`src/rtl/mem_arbiter.sv`:
```
// Arbitrates the single-port data/program memory between the CPU and the loader/debug port.
// Define ARB_ROUND_ROBIN_EN to break IDLE ties against the last owner; otherwise LDR wins ties.
module mem_arbiter #(
  parameter int AWIDTH   = 5,
  parameter int DWIDTH   = 8,
  parameter int MAX_HOLD = 8
) (
  input  logic              clk,
  input  logic              rst,
  input  logic              cpu_req,
  input  logic              cpu_wr,
  input  logic [AWIDTH-1:0] cpu_addr,
  input  logic [DWIDTH-1:0] cpu_wdata,
  output logic              cpu_gnt,
  output logic              cpu_stall,
  output logic [DWIDTH-1:0] cpu_rdata,
  output logic              cpu_rvalid,
  input  logic              ldr_req,
  input  logic              ldr_wr,
  input  logic [AWIDTH-1:0] ldr_addr,
  input  logic [DWIDTH-1:0] ldr_wdata,
  output logic              ldr_gnt,
  output logic              ldr_stall,
  output logic [DWIDTH-1:0] ldr_rdata,
  output logic              ldr_rvalid,
  output logic [AWIDTH-1:0] mem_addr,
  output logic              mem_rd,
  output logic              mem_wr,
  output logic [DWIDTH-1:0] mem_wdata,
  output logic              mem_wdata_oe,
  input  logic [DWIDTH-1:0] mem_rdata
);

  typedef enum logic [1:0] {S_IDLE, S_OWN_CPU, S_OWN_LDR} state_t;

  localparam int HW = $clog2(MAX_HOLD + 1);
  localparam logic [HW-1:0] HOLD_LAST = HW'(MAX_HOLD - 1);
  localparam logic [HW-1:0] HOLD_MAX  = HW'(MAX_HOLD);

  state_t              r_state;
  state_t              w_next;
  logic [HW-1:0]       r_hold;
  logic                r_cpu_rvalid;
  logic                r_ldr_rvalid;
  logic [DWIDTH-1:0]   r_cpu_rdata;
  logic [DWIDTH-1:0]   r_ldr_rdata;
  logic                w_cpu_acc;
  logic                w_ldr_acc;
  logic                w_contested;
  logic                w_tie_ldr;

`ifdef ARB_ROUND_ROBIN_EN
  logic r_last_ldr;
  assign w_tie_ldr = ~r_last_ldr;
`else
  assign w_tie_ldr = 1'b1;
`endif

  assign cpu_gnt   = (r_state == S_OWN_CPU);
  assign ldr_gnt   = (r_state == S_OWN_LDR);
  assign cpu_stall = cpu_req & ~cpu_gnt;
  assign ldr_stall = ldr_req & ~ldr_gnt;

  // Gating with rst keeps the memory untouched while reset is asserted.
  assign w_cpu_acc = rst & cpu_req & cpu_gnt;
  assign w_ldr_acc = rst & ldr_req & ldr_gnt;

  assign mem_rd       = (w_cpu_acc & ~cpu_wr) | (w_ldr_acc & ~ldr_wr);
  assign mem_wr       = (w_cpu_acc &  cpu_wr) | (w_ldr_acc &  ldr_wr);
  assign mem_wdata_oe = mem_wr;

  always_comb begin
    mem_addr  = '0;
    mem_wdata = '0;
    if (w_cpu_acc) begin
      mem_addr  = cpu_addr;
      mem_wdata = cpu_wdata;
    end else if (w_ldr_acc) begin
      mem_addr  = ldr_addr;
      mem_wdata = ldr_wdata;
    end
  end

  assign w_contested = ((r_state == S_OWN_CPU) & ldr_req) |
                       ((r_state == S_OWN_LDR) & cpu_req);

  always_comb begin
    w_next = r_state;
    case (r_state)
      S_IDLE: begin
        if (cpu_req && ldr_req) w_next = w_tie_ldr ? S_OWN_LDR : S_OWN_CPU;
        else if (ldr_req)       w_next = S_OWN_LDR;
        else if (cpu_req)       w_next = S_OWN_CPU;
      end
      S_OWN_CPU: begin
        if (!cpu_req)                           w_next = ldr_req ? S_OWN_LDR : S_IDLE;
        else if (ldr_req && r_hold == HOLD_LAST) w_next = S_OWN_LDR;
      end
      S_OWN_LDR: begin
        if (!ldr_req)                           w_next = cpu_req ? S_OWN_CPU : S_IDLE;
        else if (cpu_req && r_hold == HOLD_LAST) w_next = S_OWN_CPU;
      end
      default: w_next = S_IDLE;
    endcase
  end

  always_ff @(posedge clk) begin
    if (!rst) begin
      r_state <= S_IDLE;
      r_hold  <= '0;
    end else begin
      r_state <= w_next;
      if (w_next != r_state || !w_contested) r_hold <= '0;
      else if (r_hold != HOLD_MAX)           r_hold <= r_hold + 1'b1;
    end
  end

`ifdef ARB_ROUND_ROBIN_EN
  always_ff @(posedge clk) begin
    if (!rst) begin
      r_last_ldr <= 1'b1;
    end else if (w_next != r_state) begin
      if (w_next == S_OWN_LDR)      r_last_ldr <= 1'b1;
      else if (w_next == S_OWN_CPU) r_last_ldr <= 1'b0;
    end
  end
`endif

  // Read data is captured at the access edge and held until the next read.
  always_ff @(posedge clk) begin
    if (!rst) begin
      r_cpu_rvalid <= 1'b0;
      r_ldr_rvalid <= 1'b0;
      r_cpu_rdata  <= '0;
      r_ldr_rdata  <= '0;
    end else begin
      r_cpu_rvalid <= w_cpu_acc & ~cpu_wr;
      r_ldr_rvalid <= w_ldr_acc & ~ldr_wr;
      if (w_cpu_acc && !cpu_wr) r_cpu_rdata <= mem_rdata;
      if (w_ldr_acc && !ldr_wr) r_ldr_rdata <= mem_rdata;
    end
  end

  assign cpu_rvalid = r_cpu_rvalid;
  assign ldr_rvalid = r_ldr_rvalid;
  assign cpu_rdata  = r_cpu_rdata;
  assign ldr_rdata  = r_ldr_rdata;

endmodule
```
`config.mk`:
```
export PLATFORM = sky130hd
export DESIGN_NAME = mem_arbiter
export DESIGN_NICKNAME = d
export VERILOG_FILES = /design/src/rtl/mem_arbiter.sv
export SDC_FILE = /design/constraint.sdc
export NUM_CORES = 1
export LEC_CHECK = 0
export ABC_CLOCK_PERIOD_IN_PS = 2200
export CORE_ASPECT_RATIO = 1.2
export CORE_MARGIN = 3
export CORE_UTILIZATION = 35
export CTS_CLUSTER_DIAMETER = 60
export DETAILED_ROUTE_END_ITERATION = 10
export PLACE_DENSITY = 0.79
export SLEW_MARGIN = 20
export SYNTH_ARGS = -nofsm -noshare
export SYNTH_HDL_FRONTEND = slang
export SYNTH_SLANG_ARGS = --single-unit
```
`constraint.sdc`:
```
create_clock -name clk -period 2.2 [get_ports clk]
set_clock_uncertainty 0.1 [all_clocks]
set_input_delay 0.22 -clock clk [delete_from_list [all_inputs] [get_ports clk]]
set_output_delay 0.22 -clock clk [all_outputs]
set_load 0.02 [all_outputs]
```
==> results.py <==
metrics = {
    "outcome": {
        "status": "finished clean",
    },
    "synth": {
        "synth_xor_area_share_pct": 2.22,
        "syn_area_um2": 1190,
        "yosysWarningCount": 0,
        "syn_avg_cell_area_um2": 9.41,
        "synth_compound_area_share_pct": 12.1,
        "synthFlopType": "dfxtp_1",
        "synth_top_family_by_area": "simple AND/OR/NAND/NOR gates",
        "async_flop_share_pct": 0,
        "synthAdderAreaFrac_pct": 2.11,
        "synth_area_leader_cell": "dfxtp_1",
        "synth_top_area_share_pct": 40.5,
        "synthTopCellsByArea": "dfxtp_1 (41%), mux2i_1 (15%), a22o_1 (10%), nand2_1 (8.5%), buf_6 (3.8%)",
        "synthDistinctLibCells": 23,
        "ys_seq_area_share_pct": 40.5,
        "yosys.area_share.simple_pct": 19.7,
        "synthCells": 126,
        "synthTopCellsByCount": "nand2_1 (27), dfxtp_1 (24), mux2i_1 (18)",
        "synth.mux.area_fraction_pct": 15.2,
        "yosysMostFrequentCell": "nand2_1",
        "ys_ff_latch": 24,
        "syn_nets": 168,
        "synth_edf_count": 0,
    },
    "timing": {
        "finalCriticalPeriod_ns": 2.06,
        "worstMarginPinSlew_ns": 0.253,
        "slew_viol_final": 0,
        "slew_headroom_pct": 83.1,
        "setup_viol": 0,
        "fin_ws_ns": 0.141,
        "fmax_mhz": 486,
        "finalHoldViolCount": 0,
        "fin_crit_sh_pct": 93.6,
        "rsz0062_at_grt": "no",
    },
    "power": {
        "combPwrFrac_pct": 21.1,
        "power_density_nw_per_um2": 398,
        "fin_total_pwr_w": 0.000800,
        "p_sw_w": 0.000193,
        "switching_share_pct": 24.2,
        "power_leakage_nw": 0.854,
        "clock_power_share_pct": 23.2,
        "p_int_w": 0.000607,
        "seqPwrFrac_pct": 55.7,
        "ir_worst_vdd_mv": 0.331,
    },
    "placement": {
        "dpl_cell_area_um2": 2000,
        "dp_slack_ns": -0.140,
        "hpwl_um": 2970,
        "gp_routability_congestion": 0.730,
        "numPortBuffers": 77,
    },
    "grt": {
        "grt_pass1_vias": 1287,
        "grt_pass1_wl_um": 5860,
        "track_usage_pct": 18.3,
        "grt_max_degree": 28,
        "grt_overflow": 0,
        "antenna_found_initial": 0,
    },
    "worst_setup_path": {
        "r2r_setup_slack_ns": 0.73,
        "cp-start-kind": "register",
        "worst_r2r_endpoint": "ldr_rdata[2]$_SDFFE_PN0P_",
        "path_class": "register to primary output",
        "crit_start": "r_state[1]$_SDFF_PN0_",
        "r2r-start": "r_state[0]$_SDFF_PN0_",
        "cp-end-kind": "primary output",
        "cp.required_ns": 1.88,
        "critPathMaxFanout": 10,
        "rr_worst_depth": 4,
        "arrival_ns": 1.74,
    },
    "die": {
        "core_um2": 3170,
        "dieArea_um2": 4130,
        "start_util_pct": 37.5,
        "chipHeight_um": 69.8,
        "io_pins": 78,
        "num_rows": 22,
        "die_w_um": 59.1,
    },
    "routing": {
        "first_iter_violations": 51,
        "via_per_inst": 4.93,
        "dr.pass1.iters": 4,
        "drt.antenna.violating_nets": 0,
        "drc": 0,
        "avgRoutedWirePerCell_um": 15.3,
        "drt-total-wl_um": 3710,
        "via_count": 1194,
    },
    "clock_tree": {
        "cts_tree": "yes",
        "cts-root-buf": "clkbuf_4",
        "holdBufCountCts": 0,
        "clkLatencyLatePin_ns": 0.31,
        "path_clk_slew_ns": 0.13,
        "post-cts-setup-buffers": 0,
        "cts_buffers": 3,
        "htree_levels": 1,
        "clock_sinks": 24,
        "clockBufferDepth": 2,
    },
    "cells_and_area": {
        "fin_area_um2": 2010,
        "drive_above_1_share_pct": 9.22,
        "syn2layout_area_growth_pct": 69.5,
        "n_antenna_cell": 0,
        "fillerInstances": 285,
        "nets": 250,
    },
    "hold_path": {
        "worstHoldStart": "cpu_rdata[4]$_SDFFE_PN0P_",
        "hold_depth": 2,
        "whs_endpoint": "cpu_rdata[4]$_SDFFE_PN0P_",
        "worst_hold_path_type": "register to register",
    },
    "flow_run": {
        "drv_cap": 0,
    },
}
-- sequential cells by signal, indices dropped and copies added (netlist names) --
signal	count
cpu_rdata	8
cpu_rvalid	1
ldr_rdata	8
ldr_rvalid	1
r_hold	4
r_state	2
-- through the flow --
step	TNS (ns)	hold WS [ns]	utilization, %	cells
finish	0	0.362	63.5	242
global route	0	0.386	63.5	242
CTS	0	0.370	63.4	242
detailed placement	-1.39	0.347	63.2	239
global placement	-0.855	0.342	63.2	239
floorplan	0	0.208	-	126
-- kinds of logic (layout without fill, tap and decap cells) --
family	count (synthesis)	in the layout
AND/OR/NAND/NOR	47	47
AO/OA/AOI/OAI	17	17
multiplexers	18	18
flip-flops	24	24
adder cells (fa/ha/maj)	2	2
buffers and inverters	15	95
XOR/XNOR	3	3
-- per-layer routing --
| layer | GRT usage, % | vias to the layer above | part of all wire [%] |
|---|---|---|---|
| met2 | 33.4 | 77 | 49 |
| met5 | 0 | - | 0 |
| met4 | 5.29 | 0 | 0.43 |
| li1 | - | 591 | - |
| met3 | 4.84 | 2 | 13 |
| met1 | 19.8 | 524 | 37 |
-- area by class of cell --
class                   count  area, um2  area share [%]
well taps                  36       45.0            2.24
inverters                   5       18.8           0.933
repair buffers             87        830            41.3
flip-flops and latches     24        483            24.0
clock buffers               3       22.5            1.12
multi-input cells          87        612            30.4
-- power groups by stage --
stage | Clock [W] | Sequential [W] | Combinational, W
floorplan | 0 | 0.000458 | 0.0000578
global placement | 0 | 0.000455 | 0.000172
detailed placement | 0 | 0.000455 | 0.000174
CTS | 0.000193 | 0.000446 | 0.000170
global route | 0.000211 | 0.000447 | 0.000181
finish | 0.000186 | 0.000446 | 0.000169
-- how the worst max path moves through the flow --
stage,end,slack (ns),cells after the start
global route,mem_wdata[0],0.09,4
global placement,mem_wdata[1],-0.10,5
floorplan,mem_rd,0.63,5
detailed placement,mem_wdata[1],-0.14,5
CTS,mem_wdata[7],0.04,3
finish,mem_wdata[1],0.14,4
-- what timing repair did --
item / 4_1_cts / 5_1_grt
cloned: 0 / 0
gates resized for setup: 19 / 1
endpoints found under the setup margin: 16 / 1
-- placed cells by master, fill, tap and decap left out, types with 2 or more instances in the layout --
| cell type | count |
|---|---|
| nand3b_1 | 3 |
| ha_1 | 2 |
| nand3_1 | 3 |
| clkbuf_4 | 3 |
| xor2_1 | 2 |
| nor2b_4 | 2 |
| nor2_1 | 6 |
| dfxtp_1 | 22 |
| mux2i_1 | 18 |
| buf_4 | 10 |
| dlygate4sd2_1 | 15 |
| nand2_1 | 27 |
| inv_1 | 5 |
| dfxtp_2 | 2 |
| a21oi_1 | 2 |
| and4b_2 | 2 |
| a22o_1 | 14 |
| clkdlybuf4s50_1 | 61 |
-- worst max-delay path, cell delays in order, from the launching register on --
cell and delay, ns:
dfxtp_2 0.40, and4b_2 0.28, buf_4 0.18, a22o_1 0.25, dlygate4sd2_1 0.32
(Power assumes the default switching activity.)
